File: src/rtl/kbd_cmd_ctrl.sv
`default_nettype none
// +--------------------------------------------------------------------------+
// | kbd_cmd_ctrl: PS/2 keyboard command sequencer (reset 0xFF, LEDs 0xED+arg) |
// | with ACK/resend/timeout retry. Option macro: KBD_AUTO_INIT_EN. Rev 1.0    |
// +--------------------------------------------------------------------------+
module kbd_cmd_ctrl #(
  parameter int TIMEOUT_CYC = 2000000,
  parameter int MAX_RETRY   = 3
) (
  input  logic       clk,
  input  logic       reset,
  input  logic       init_req,
  input  logic       led_req,
  input  logic [2:0] led_mask,
  output logic [7:0] tx_data,
  output logic       tx_valid,
  input  logic       tx_busy,
  input  logic       tx_done,
  input  logic [7:0] rx_data,
  input  logic       rx_valid,
  output logic [7:0] fwd_data,
  output logic       fwd_valid,
  output logic       ready,
  output logic       error,
  output logic [2:0] led_state
);

  localparam int TW = $clog2(TIMEOUT_CYC + 1);
  localparam int RW = (MAX_RETRY < 1) ? 1 : $clog2(MAX_RETRY + 1);

  localparam logic [7:0]    C_CMD_RESET = 8'hFF;
  localparam logic [7:0]    C_CMD_LED   = 8'hED;
  localparam logic [7:0]    C_ACK       = 8'hFA;
  localparam logic [7:0]    C_RESEND    = 8'hFE;
  localparam logic [7:0]    C_BAT_OK    = 8'hAA;
  localparam logic [7:0]    C_BAT_FAIL  = 8'hFC;
  localparam logic [TW-1:0] C_TMO_LAST  = TW'(TIMEOUT_CYC - 1);
  localparam logic [RW-1:0] C_RETRY_MAX = RW'(MAX_RETRY);

`ifdef KBD_AUTO_INIT_EN
  localparam logic C_READY_RST = 1'b0;
  localparam logic C_BOOT_RST  = 1'b1;
`else
  localparam logic C_READY_RST = 1'b1;
  localparam logic C_BOOT_RST  = 1'b0;
`endif

  typedef enum logic [3:0] {
    ST_IDLE         = 4'd0,
    ST_SEND_CMD     = 4'd1,
    ST_WAIT_CMD_TX  = 4'd2,
    ST_WAIT_CMD_ACK = 4'd3,
    ST_SEND_ARG     = 4'd4,
    ST_WAIT_ARG_TX  = 4'd5,
    ST_WAIT_ARG_ACK = 4'd6,
    ST_WAIT_BAT     = 4'd7
  } state_t;

  state_t          state_q, state_d;
  logic            pend_init_q, pend_init_d;
  logic            pend_led_q, pend_led_d;
  logic [2:0]      pend_mask_q, pend_mask_d;
  logic            op_init_q, op_init_d;
  logic [2:0]      op_mask_q, op_mask_d;
  logic [7:0]      tx_data_q, tx_data_d;
  logic [7:0]      fwd_data_q, fwd_data_d;
  logic            fwd_valid_q, fwd_valid_d;
  logic            error_q, error_d;
  logic [2:0]      led_state_q, led_state_d;
  logic            ready_q, ready_d;
  logic            boot_q, boot_d;
  logic [RW-1:0]   retry_q, retry_d;
  logic [TW-1:0]   tmo_q, tmo_d;

  logic            w_tx_valid;
  logic            w_in_wait;
  logic            w_special;
  logic            w_timeout;
  logic            w_retry;
  logic            w_ack;
  logic            w_resend;

  always_comb begin
    state_d     = state_q;
    pend_init_d = pend_init_q | init_req | boot_q;
    pend_led_d  = pend_led_q | led_req;
    pend_mask_d = led_req ? led_mask : pend_mask_q;
    op_init_d   = op_init_q;
    op_mask_d   = op_mask_q;
    tx_data_d   = tx_data_q;
    fwd_data_d  = fwd_data_q;
    fwd_valid_d = 1'b0;
    error_d     = error_q;
    led_state_d = led_state_q;
    boot_d      = 1'b0;
    retry_d     = retry_q;
    w_tx_valid  = 1'b0;
    w_retry     = 1'b0;

    w_in_wait = (state_q inside {ST_WAIT_CMD_TX, ST_WAIT_CMD_ACK, ST_WAIT_ARG_TX,
                                 ST_WAIT_ARG_ACK, ST_WAIT_BAT});
    w_special = (rx_data inside {C_ACK, C_RESEND, C_BAT_OK, C_BAT_FAIL});
    w_ack     = rx_valid && (rx_data == C_ACK);
    w_resend  = rx_valid && (rx_data == C_RESEND);
    // A byte arriving on the timeout cycle wins; the counter saturates so the
    // timeout simply fires on the next quiet cycle.
    w_timeout = w_in_wait && !rx_valid && (tmo_q >= C_TMO_LAST);
    tmo_d     = !w_in_wait ? '0 : (tmo_q >= C_TMO_LAST) ? tmo_q : tmo_q + TW'(1);

    if (rx_valid && !(w_in_wait && w_special)) begin
      fwd_valid_d = 1'b1;
      fwd_data_d  = rx_data;
    end

    case (state_q)
      ST_IDLE: begin
        if (pend_init_q || init_req) begin
          state_d     = ST_SEND_CMD;
          tx_data_d   = C_CMD_RESET;
          op_init_d   = 1'b1;
          pend_init_d = 1'b0;
          error_d     = 1'b0;
          retry_d     = '0;
        end else if (pend_led_q || led_req) begin
          state_d     = ST_SEND_CMD;
          tx_data_d   = C_CMD_LED;
          op_init_d   = 1'b0;
          op_mask_d   = pend_mask_d;
          pend_led_d  = 1'b0;
          error_d     = 1'b0;
          retry_d     = '0;
        end
      end
      ST_SEND_CMD: begin
        if (!tx_busy) begin
          w_tx_valid = 1'b1;
          state_d    = ST_WAIT_CMD_TX;
        end
      end
      ST_SEND_ARG: begin
        if (!tx_busy) begin
          w_tx_valid = 1'b1;
          state_d    = ST_WAIT_ARG_TX;
        end
      end
      ST_WAIT_CMD_TX: begin
        if (tx_done)        state_d = ST_WAIT_CMD_ACK;
        else if (w_timeout) w_retry = 1'b1;
      end
      ST_WAIT_ARG_TX: begin
        if (tx_done)        state_d = ST_WAIT_ARG_ACK;
        else if (w_timeout) w_retry = 1'b1;
      end
      ST_WAIT_CMD_ACK: begin
        if (w_ack) begin
          if (op_init_q) begin
            state_d = ST_WAIT_BAT;
          end else begin
            state_d   = ST_SEND_ARG;
            tx_data_d = {5'b0, op_mask_q};
            retry_d   = '0;
          end
        end else if (w_resend || w_timeout) begin
          w_retry = 1'b1;
        end
      end
      ST_WAIT_ARG_ACK: begin
        if (w_ack) begin
          led_state_d = op_mask_q;
          state_d     = ST_IDLE;
        end else if (w_resend || w_timeout) begin
          w_retry = 1'b1;
        end
      end
      ST_WAIT_BAT: begin
        if (rx_valid && rx_data == C_BAT_OK) begin
          state_d = ST_IDLE;
        end else if (rx_valid && rx_data == C_BAT_FAIL) begin
          error_d = 1'b1;
          state_d = ST_IDLE;
        end else if (w_timeout) begin
          w_retry = 1'b1;
        end
      end
      default: state_d = ST_IDLE;
    endcase

    // A failed BAT wait restarts the whole reset command.
    if (w_retry) begin
      if (retry_q == C_RETRY_MAX) begin
        error_d = 1'b1;
        state_d = ST_IDLE;
      end else begin
        retry_d = retry_q + RW'(1);
        if (state_q == ST_WAIT_ARG_TX || state_q == ST_WAIT_ARG_ACK) begin
          state_d = ST_SEND_ARG;
        end else begin
          state_d = ST_SEND_CMD;
          if (state_q == ST_WAIT_BAT) tx_data_d = C_CMD_RESET;
        end
      end
    end

    if (state_d != state_q) tmo_d = '0;

    ready_d = (state_d == ST_IDLE) && !pend_init_d && !pend_led_d;
  end

  always_ff @(posedge clk or negedge reset) begin
    if (!reset) begin
      state_q     <= ST_IDLE;
      pend_init_q <= 1'b0;
      pend_led_q  <= 1'b0;
      pend_mask_q <= 3'b000;
      op_init_q   <= 1'b0;
      op_mask_q   <= 3'b000;
      tx_data_q   <= 8'h00;
      fwd_data_q  <= 8'h00;
      fwd_valid_q <= 1'b0;
      error_q     <= 1'b0;
      led_state_q <= 3'b000;
      ready_q     <= C_READY_RST;
      boot_q      <= C_BOOT_RST;
      retry_q     <= '0;
      tmo_q       <= '0;
    end else begin
      state_q     <= state_d;
      pend_init_q <= pend_init_d;
      pend_led_q  <= pend_led_d;
      pend_mask_q <= pend_mask_d;
      op_init_q   <= op_init_d;
      op_mask_q   <= op_mask_d;
      tx_data_q   <= tx_data_d;
      fwd_data_q  <= fwd_data_d;
      fwd_valid_q <= fwd_valid_d;
      error_q     <= error_d;
      led_state_q <= led_state_d;
      ready_q     <= ready_d;
      boot_q      <= boot_d;
      retry_q     <= retry_d;
      tmo_q       <= tmo_d;
    end
  end

  assign tx_data   = tx_data_q;
  assign tx_valid  = w_tx_valid;
  assign fwd_data  = fwd_data_q;
  assign fwd_valid = fwd_valid_q;
  assign ready     = ready_q;
  assign error     = error_q;
  assign led_state = led_state_q;

endmodule
`default_nettype wire

File: config.mk
export PLATFORM = sky130hd
export DESIGN_NAME = kbd_cmd_ctrl
export DESIGN_NICKNAME = d
export VERILOG_FILES = /design/src/rtl/kbd_cmd_ctrl.sv
export SDC_FILE = /design/constraint.sdc
export NUM_CORES = 1
export LEC_CHECK = 0
export BUFFER_PORTS_ARGS = -buffer_cell sky130_fd_sc_hd__buf_2
export CELL_PAD_IN_SITES_DETAIL_PLACEMENT = 0
export CELL_PAD_IN_SITES_GLOBAL_PLACEMENT = 1
export CORE_MARGIN = 10
export CORE_UTILIZATION = 48
export CTS_CLUSTER_DIAMETER = 100
export DETAILED_ROUTE_END_ITERATION = 8
export HOLD_SLACK_MARGIN = 0.1
export PLACE_DENSITY_LB_ADDON = 0.1
export REMOVE_ABC_BUFFERS = 1
export SLEW_MARGIN = 10
export SYNTH_ARGS = -nofsm -noshare
export SYNTH_HDL_FRONTEND = slang
export SYNTH_SLANG_ARGS = --single-unit
File: constraint.sdc
create_clock -name clk -period 6.11 [get_ports clk]
set_clock_uncertainty 0.1 [all_clocks]
set_input_delay 1.222 -clock clk [delete_from_list [all_inputs] [get_ports clk]]
set_output_delay 1.222 -clock clk [all_outputs]
set_load 0.05 [all_outputs]
==> results.md <==
- Remaining DRCs: 0
- Area growth, synth to finish: 15.7%
- Status: complete, no violations
- Vias in the first global route: 2327
- Tmin final: 3.58 ns
- PostCTS Resize Cnt: 0
- Die area: 9730 µm²
- Global placement routability congestion: 0.836
- Rel. slew slack: 46.6%
- CTS root buffer: clkbuf_8
- RSZ-0062 raised after global routing: no
- CTS tree: done
- Synth Cell Area: 2970 µm²
- CP Max Fanout: 6
- Final Cycle Share: 58.6%
- Crit Path Category: in -> reg
- Hold Vio Cnt, Final: 0
- Initial antenna violation count: 0
- Worst Setup End Kind: flop
- Post-Synthesis Cells: 294
- Ys Warns: 0
- Via-to-Cell Ratio: 5.54
- Setup_tns: 0 ns
- Number of H-tree levels: 3
- Port-buffer cells: 40
- Ys flop type: dfrtp_1
- CTS clk-pin slew, worst paths: 0.06 ns
- Most common cell after layout, fill and taps aside: dfrtp_1
- Final #Nets: 358
- Setup Buffers After CTS: 0
- Die width: 98.6 µm
- Die Y: 98.6 µm
- # IOs: 41
- CTS Buf Count: 9
- Commonest cells after routing, fill and taps aside: dfrtp_1 (57), buf_2 (40), nor2_1 (38)
- Final Util: 57.6%
- Worst vdd ir: 0.157 mV
- First-pass GRT wire length: 11000 µm
- Wire per inst: 15.5 µm
- PD cells: 320 nW/µm²
- Final setup viols: 0
- Tightest Hold Check Type: reg -> reg
- Drt first pass iters: 4
- Initial DRC count: 103
- Worst-Skew Late Latency: 0.34 ns
- Via count: 2312
- Largest net degree at the start of global routing: 59
- # diodes: 0
- WL final: 6480 µm
- Share of cells above drive strength 1: 25.7%
- # Max-Cap Violations: 0
- CP arrival: 3.75 ns
- Worst Path Required: 6.28 ns
- GR Overflow Total: 0
- Number of synthesized flops with an enable pin: 0
- Starting Density: 49.8%
- DP Wirelength: 4590 µm
- Hold buffers post-CTS: 0
- TritonCTS sink count: 58
- Total leakage power: 1.47 nW
- Syn Area/Cell: 10.1 µm²
- Antenna Nets Post-Route: 0
- Critical Path Start Type: primary input
- Unique cell type count in the Yosys netlist: 56
- Max Clk Rate: 279 MHz
- Seq/Total Area, Yosys: 48.9%
- Slew @ Worst Pin: 0.799 ns
- Rows: 28
- Fin. max-slew vios: 0
- Worst-case clock buffer depth: 2
- Asr flop ratio synth: 100%
- Core area: 5960 µm²
- Yosys reg bits: 58
- Total GRT Usage: 13.5%
==> through the flow <==
| stage | area, µm² | power, mW | std cells | hold slack, ns | setup WS, ns |
|---|---|---|---|---|---|
| 2_1_floorplan | 2900 | 0.635 | 284 | 0.366 | 2.04 |
| 3_3_place_gp | 3210 | 0.703 | 402 | 0.354 | 2.25 |
| 3_5_place_dp | 3210 | 0.707 | 402 | 0.360 | 2.22 |
| 4_1_cts | 3430 | 1.11 | 417 | 0.374 | 2.56 |
| 5_1_grt | 3430 | 1.15 | 417 | 0.387 | 2.36 |
| 6_report | 3430 | 1.10 | 417 | 0.371 | 2.53 |
==> final timing paths <==
| path | from | to | slack, ns | cells past startpoint |
|---|---|---|---|---|
| setup / recovery | rx_data[4] | ready | 2.53 | 9 |
| hold / removal | tx_data[7] | tx_data[7] | 0.37 | 1 |
| setup reg to reg | state_q[1] | tmo_q[2] | 2.95 | 8 |
| hold reg to reg | tx_data[7] | tx_data[7] | 0.37 | 1 |
| max in group asynchronous | reset | tmo_q[18] | 4.48 | 2 |
| min in group asynchronous | reset | op_mask_q[2] | 0.93 | 2 |
==> layout make-up <==
class | count | area [µm²]
clock buffer | 13 | 159
clock inverter | 2 | 60.1
fill | 538 | 2520
inverter | 7 | 26.3
multi-input combinational | 219 | 1420
sequential | 58 | 1450
tap | 75 | 93.8
timing repair buffer | 43 | 223
==> cell usage after synthesis, types with 4 or more instances <==
cell type,number,area [µm²]
dfrtp_1,57,1430
nor2_1,38,143
mux2_2,17,191
nand2_1,17,63.8
nand3_1,17,85.1
nor3_1,13,65.1
o21ai_0,13,65.1
xor2_1,13,114
a21oi_1,11,55.1
inv_1,7,26.3
nand4_1,7,43.8
xnor2_1,7,61.3
and3_1,5,31.3
a21o_1,4,30.0
buf_2,4,20.0
o21a_1,4,30.0
==> flip-flops by register name, summed over array words and instances (netlist names) <==
register,cells
op_init_q,1
op_mask_q,3
led_state,3
tx_data,8
pend_mask_q,3
fwd_data,8
fwd_valid,1
pend_led_q,1
retry_q,2
pend_init_q,1
error,1
ready,1
state_q,4
tmo_q,21
==> report_power, final <==
| group | internal (mW) | switching (mW) | total (mW) |
|---|---|---|---|
| logic | 0.0826 | 0.144 | 0.227 |
| clock network | 0.250 | 0.148 | 0.398 |
| registers | 0.424 | 0.0479 | 0.472 |
| total | 0.757 | 0.340 | 1.10 |
==> per-layer routing <==
metal	wire length [µm]	vias to the layer above	global-route usage (%)
met1	2960	1130	16.8
met3	294	11	3.63
met4	110	0	5.29
li1	-	1133	-
met5	0	-	0
met2	3110	38	21.7
==> logic make-up after synthesis <==
| logic type | Yosys count | synth area share (%) |
|---|---|---|
| other cells | 1 | 0.126 |
| mux | 18 | 6.79 |
| flops | 58 | 48.9 |
| simple gates | 130 | 23.6 |
| xor+xnor | 20 | 5.90 |
| compound gates | 48 | 10.6 |
| fa+ha+maj | 2 | 0.843 |
| buf+inv | 17 | 3.25 |
==> worst max-delay path, cell delays in order <==
cell and delay, ns:
buf_2 0.13, or4b_1 0.53, a21oi_2 0.17, a21oi_1 0.11, or4_1 0.54, and3_4 0.20, or2_1 0.24, or4_1 0.50
nor2_1 0.10
(Power assumes the default switching activity.)
